**src/rtl/vga_timing_pkg.sv**
```systemverilog
// Shared VGA timing defaults and helpers.
// Also used by sprite modules for screen bounds.
package vga_timing_pkg;

  localparam int CW = 10;

  typedef logic [CW-1:0] coord_t;

  localparam int H_VISIBLE_D = 640;
  localparam int H_FP_D      = 16;
  localparam int H_SYNC_D    = 96;
  localparam int H_BP_D      = 48;
  localparam int V_VISIBLE_D = 480;
  localparam int V_FP_D      = 10;
  localparam int V_SYNC_D    = 2;
  localparam int V_BP_D      = 33;

  function automatic int axis_total(
    input int vis,
    input int fp,
    input int sync,
    input int bp
  );
    return vis + fp + sync + bp;
  endfunction

endpackage

```
**src/rtl/vga_axis_counter.sv**
```systemverilog
// Wrap counter for one screen axis with
// registered sync/visible/zero decode.
module vga_axis_counter
  import vga_timing_pkg::*;
#(
  parameter int TOTAL      = 800,
  parameter int VISIBLE    = 640,
  parameter int SYNC_START = 656,
  parameter int SYNC_END   = 752
) (
  input  logic   vga_clk,
  input  logic   reset_n,
  input  logic   en,
  output coord_t count,
  output logic   tc,
  output logic   sync_n,
  output logic   vis,
  output logic   zero
);

  localparam coord_t LAST = coord_t'(TOTAL - 1);
  localparam coord_t VEND = coord_t'(VISIBLE);
  localparam coord_t SBEG = coord_t'(SYNC_START);
  localparam coord_t SEND = coord_t'(SYNC_END);

  coord_t nxt;

  assign tc = (count == LAST);

  always_comb begin
    nxt = count;
    if (en) begin
      nxt = tc ? '0 : count + coord_t'(1);
    end
  end

  // Decode the next value so flags line up with count.
  always_ff @(posedge vga_clk) begin
    if (!reset_n) begin
      count  <= '0;
      sync_n <= 1'b1;
      vis    <= 1'b0;
      zero   <= 1'b0;
    end else begin
      count  <= nxt;
      sync_n <= !(nxt >= SBEG && nxt < SEND);
      vis    <= (nxt < VEND);
      zero   <= (nxt == '0);
    end
  end

endmodule

```
**src/rtl/vga_timing_gen.sv**
```systemverilog
// VGA raster timing: pixel/line counters,
// syncs, blanking and frame bookkeeping.
module vga_timing_gen
  import vga_timing_pkg::*;
#(
  parameter int H_VISIBLE = H_VISIBLE_D,
  parameter int H_FP      = H_FP_D,
  parameter int H_SYNC    = H_SYNC_D,
  parameter int H_BP      = H_BP_D,
  parameter int V_VISIBLE = V_VISIBLE_D,
  parameter int V_FP      = V_FP_D,
  parameter int V_SYNC    = V_SYNC_D,
  parameter int V_BP      = V_BP_D
) (
  input  logic       vga_clk,
  input  logic       reset_n,
  output coord_t     DrawX,
  output coord_t     DrawY,
  output logic       hs,
  output logic       vs,
  output logic       blank,
  output logic       line_start,
  output logic       frame_start,
  output logic [7:0] frame_count
);

  localparam int H_TOTAL =
    axis_total(H_VISIBLE, H_FP, H_SYNC, H_BP);
  localparam int V_TOTAL =
    axis_total(V_VISIBLE, V_FP, V_SYNC, V_BP);

  logic h_tc, h_sync_n, h_vis, h_zero;
  logic v_tc, v_sync_n, v_vis, v_zero;

  vga_axis_counter #(
    .TOTAL      (H_TOTAL),
    .VISIBLE    (H_VISIBLE),
    .SYNC_START (H_VISIBLE + H_FP),
    .SYNC_END   (H_VISIBLE + H_FP + H_SYNC)
  ) u_h (
    .vga_clk (vga_clk),
    .reset_n (reset_n),
    .en      (1'b1),
    .count   (DrawX),
    .tc      (h_tc),
    .sync_n  (h_sync_n),
    .vis     (h_vis),
    .zero    (h_zero)
  );

  vga_axis_counter #(
    .TOTAL      (V_TOTAL),
    .VISIBLE    (V_VISIBLE),
    .SYNC_START (V_VISIBLE + V_FP),
    .SYNC_END   (V_VISIBLE + V_FP + V_SYNC)
  ) u_v (
    .vga_clk (vga_clk),
    .reset_n (reset_n),
    .en      (h_tc),
    .count   (DrawY),
    .tc      (v_tc),
    .sync_n  (v_sync_n),
    .vis     (v_vis),
    .zero    (v_zero)
  );

  assign hs          = h_sync_n;
  assign vs          = v_sync_n;
  assign blank       = h_vis & v_vis;
  assign line_start  = h_zero;
  assign frame_start = h_zero & v_zero;

  // Both axes at terminal count: next pixel is (0,0).
  always_ff @(posedge vga_clk) begin
    if (!reset_n) begin
      frame_count <= '0;
    end else if (h_tc && v_tc) begin
      frame_count <= frame_count + 8'd1;
    end
  end

endmodule

```
**config.mk**
```make
export PLATFORM = sky130hd
export DESIGN_NAME = vga_timing_gen
export DESIGN_NICKNAME = d
export VERILOG_FILES = /design/src/rtl/vga_timing_pkg.sv /design/src/rtl/vga_axis_counter.sv /design/src/rtl/vga_timing_gen.sv
export SDC_FILE = /design/constraint.sdc
export NUM_CORES = 1
export LEC_CHECK = 0
export BUFFER_PORTS_ARGS = -buffer_cell sky130_fd_sc_hd__buf_2
export CORE_ASPECT_RATIO = 0.8
export CORE_MARGIN = 3
export CORE_UTILIZATION = 45
export CTS_BUF_LIST = sky130_fd_sc_hd__clkbuf_4
export CTS_CLUSTER_DIAMETER = 100
export DETAILED_ROUTE_END_ITERATION = 16
export PLACE_DENSITY = 0.69
export SYNTH_ARGS = -nofsm -noshare
export SYNTH_HDL_FRONTEND = slang
export SYNTH_HIERARCHICAL = 1
export SYNTH_SLANG_ARGS = --single-unit
export TNS_END_PERCENT = 1
```
**constraint.sdc**
```tcl
create_clock -name vga_clk -period 2.3 [get_ports vga_clk]
set_clock_uncertainty 0.05 [all_clocks]
set_input_delay 0.23 -clock vga_clk [delete_from_list [all_inputs] [get_ports vga_clk]]
set_output_delay 0.23 -clock vga_clk [all_outputs]
set_load 0.005 [all_outputs]
```
==> impl_metrics.tcl <==
set metrics [dict create \
    chipWidth_microns 80.7 \
    clk_latency_ns 0.33 \
    grtUsageMet1_pct 27.9 \
    core_area_sq_mm 0.00423 \
    synthFlopType "dfxtp_1" \
    min_from "reset_n" \
    drv_slew 0 \
    hold_violations 0 \
    initial_core_util_pct 47.4 \
    post-route-min-period_ns 2.16 \
    p_leak_nw 1.07 \
    synth_edf_count 0 \
    routedWlPerCell_microns 13.4 \
    ys_types 57 \
    cts.htree.levels 2 \
    synth-async-reset-ratio_pct 0 \
    r2r_cells 9 \
    cts_tree "yes" \
    period_share_pct 93.9 \
    hold_path.class "in2reg" \
    cp_cell_sequence "nor4b_4, nand3_4, inv_4, nand4_1, buf_4, a21oi_1, nor2_1, o311a_1, and3b_1" \
    clockBufferDepth 2 \
    hold_path_end "u_h/count[3]" \
    track_usage_pct 19.0 \
    cts-root-buf "clkbuf_4" \
    yosysSeqAreaShare_pct 33.9 \
    cts.sinks 34 \
    synthesis.area_sq_mm 0.00201 \
    num_antenna_cells 0 \
    critPathKind "reg2reg" \
    place_congestion 0.840 \
    fmax_mhz 463 \
    critPathCaptureType "flop" \
    grt_overflow 0 \
    synth_area_per_cell_sq_um 8.54 \
    ff2ff_setup_slack_ns 0.14 \
    top_usage_layer "met1" \
    gr-usage-met3_pct 4.79 \
    hold_depth 2 \
    tns_ns 0 \
    grt_max_degree 25 \
    drtAntennaViolNets 0 \
    cts_hold_buf 0 \
    rows 21 \
    cts_inserted_buffers 5 \
    arrival_ns 2.40 \
    use_met2_pct 26.3 \
    drive_gt1_share_pct 30.8 \
    cap_viol_max_count 0 \
    worst_path_largest_cell_delay_ns 0.41 \
    postLayoutCoreUtil_pct 57.9 \
    dr.pass1.iters 4 \
    layout.nets 298 \
    drt_iter0_drc 130 \
    ys_warn_count 6 \
    status "completed" \
    die-area_sq_mm 0.00530 \
    start_kind "flop" \
    worstPathMaxFanout 5 \
    worst_ep_required_time_ns 2.54 \
    ir_drop_mv 0.249 \
    wl_microns 4690 \
    io_buffers 34 \
    drcViolationCount 0 \
    rsz0062_at_grt "no" \
    vias 1871 \
    dieHeight_microns 65.7 \
    grt_pass1_vias 1646 \
    antenna_found_initial 0 \
    grt_pass1_wl_microns 7800 \
    area_growth_pct 22.1 \
    p_per_area_mw_per_mm2 398 \
    drt-vias-per-instance 5.36 \
    syn_inst 235 \
    r2r-start "u_h/count[5]" \
    timing.rr.end "u_v/vis" \
    setup_viol 0 \
    ios 35 \
    cpMaxStageDelayCell "nor4b_4" \
    hpwl_microns 3360 \
    path_clk_slew_ns 0.10 \
    yosys_register_bits 34 \
]
==> layout by cell type (no fill, tap or decap), types with 8 or more instances in the layout <==
master / n
and2_1: 10
nand3_1: 14
xor2_1: 8
a21oi_1: 10
xnor2_1: 8
buf_2: 34
dfxtp_1: 32
nand2_1: 20
nor2_1: 16
buf_4: 24
inv_1: 9
o21ai_0: 10
==> synthesized netlist by cell type (3+ instances only) <==
cell type / number / area [sq um]
o21a_1: 3 / 22.5
a31oi_1: 3 / 18.8
a21oi_1: 10 / 50.1
mux2i_1: 3 / 30.0
buf_2: 5 / 25.0
inv_1: 10 / 37.5
buf_6: 3 / 33.8
nor2_1: 16 / 60.1
nor2b_1: 7 / 43.8
nor3_1: 7 / 35.0
dfxtp_1: 34 / 681
clkbuf_1: 3 / 11.3
nand4_1: 6 / 37.5
o31ai_1: 3 / 22.5
ha_1: 4 / 50.1
nand2_1: 20 / 75.1
xnor2_1: 8 / 70.1
nor3_2: 3 / 30.0
xor2_1: 8 / 70.1
o21ai_0: 10 / 50.1
and2_1: 10 / 62.6
nand3_1: 15 / 75.1
==> state kept, by name (all words and copies together) (netlist names) <==
register     flops
u_v/zero         1
u_v/vis          1
frame_count      8
u_v/sync_n       1
u_h/vis          1
u_h/sync_n       1
u_v/count       10
u_h/count       10
u_h/zero         1
==> cells by family (layout without fill, tap and decap cells) <==
family / after synthesis / in the layout / share of synthesized area [%]
adders and majority gates: 4 / 4 / 2.49
xor gates and xnor gates: 16 / 16 / 6.98
muxes: 4 / 4 / 2.06
and+or+nand+nor: 113 / 113 / 35.3
other: 1 / 5 / 0.187
DFF: 34 / 34 / 33.9
AOI/OAI and AO/OA: 41 / 41 / 13.3
buffers and inverters: 22 / 75 / 5.74
==> worst max-delay path: cells and delay by family (launching register included) <==
family	cells	cell delay, ns
buffers and inverters	2	0.30
AO/OA/AOI/OAI	2	0.46
AND/OR/NAND/NOR	5	0.97
flip-flops	1	0.34
==> power breakdown <==
| part | internal, mW | leakage (nW) | switching [mW] |
|---|---|---|---|
| registers | 0.596 | 0.276 | 0.00277 |
| clock network | 0.139 | 0.0322 | 0.191 |
| logic | 0.0210 | 0.757 | 0.0263 |
| total | 0.756 | 1.07 | 0.220 |
==> worst max-delay path by stage <==
stage                 end          from
3_3_place_gp   u_v/sync_n  u_h/count[7]
2_1_floorplan     u_v/vis  u_h/count[0]
5_1_grt           u_v/vis  u_h/count[0]
4_1_cts           u_v/vis  u_h/count[0]
3_5_place_dp      u_v/vis  u_h/count[0]
6_report          u_v/vis  u_h/count[5]
==> cell type report <==
cell class	count	area, sq um
clock buffers	7	52.6
inverters	10	40.0
fillers	410	1780
flip-flops and latches	34	683
repair buffers	58	350
multi-input cells	183	1250
well taps	57	71.3
==> per-layer routing <==
metal	vias up	share of wire (%)
met5	-	0
li1	940	-
met4	0	0.98
met3	7	4.9
met2	37	42
met1	887	52
==> per-stage QoR <==
step	instance area, sq um	hold WS [ns]	power, mW	std cells	setup WS [ns]
global placement	2360	0.409	0.659	339	0.171
global route	2450	0.287	1.03	349	0.0144
detailed placement	2360	0.421	0.659	339	0.0981
floorplan	2040	0.315	0.642	239	0.0231
finish	2450	0.278	0.976	349	0.139
CTS	2410	0.263	0.989	346	0.0653
==> timing repair <==
item / 4_1_cts / 5_1_grt
resized for setup: 0 / 4
buffers inserted: 0 / 3
setup endpoints to repair: 0 / 5
No activity file was read; power rests on OpenSTA's default activity.
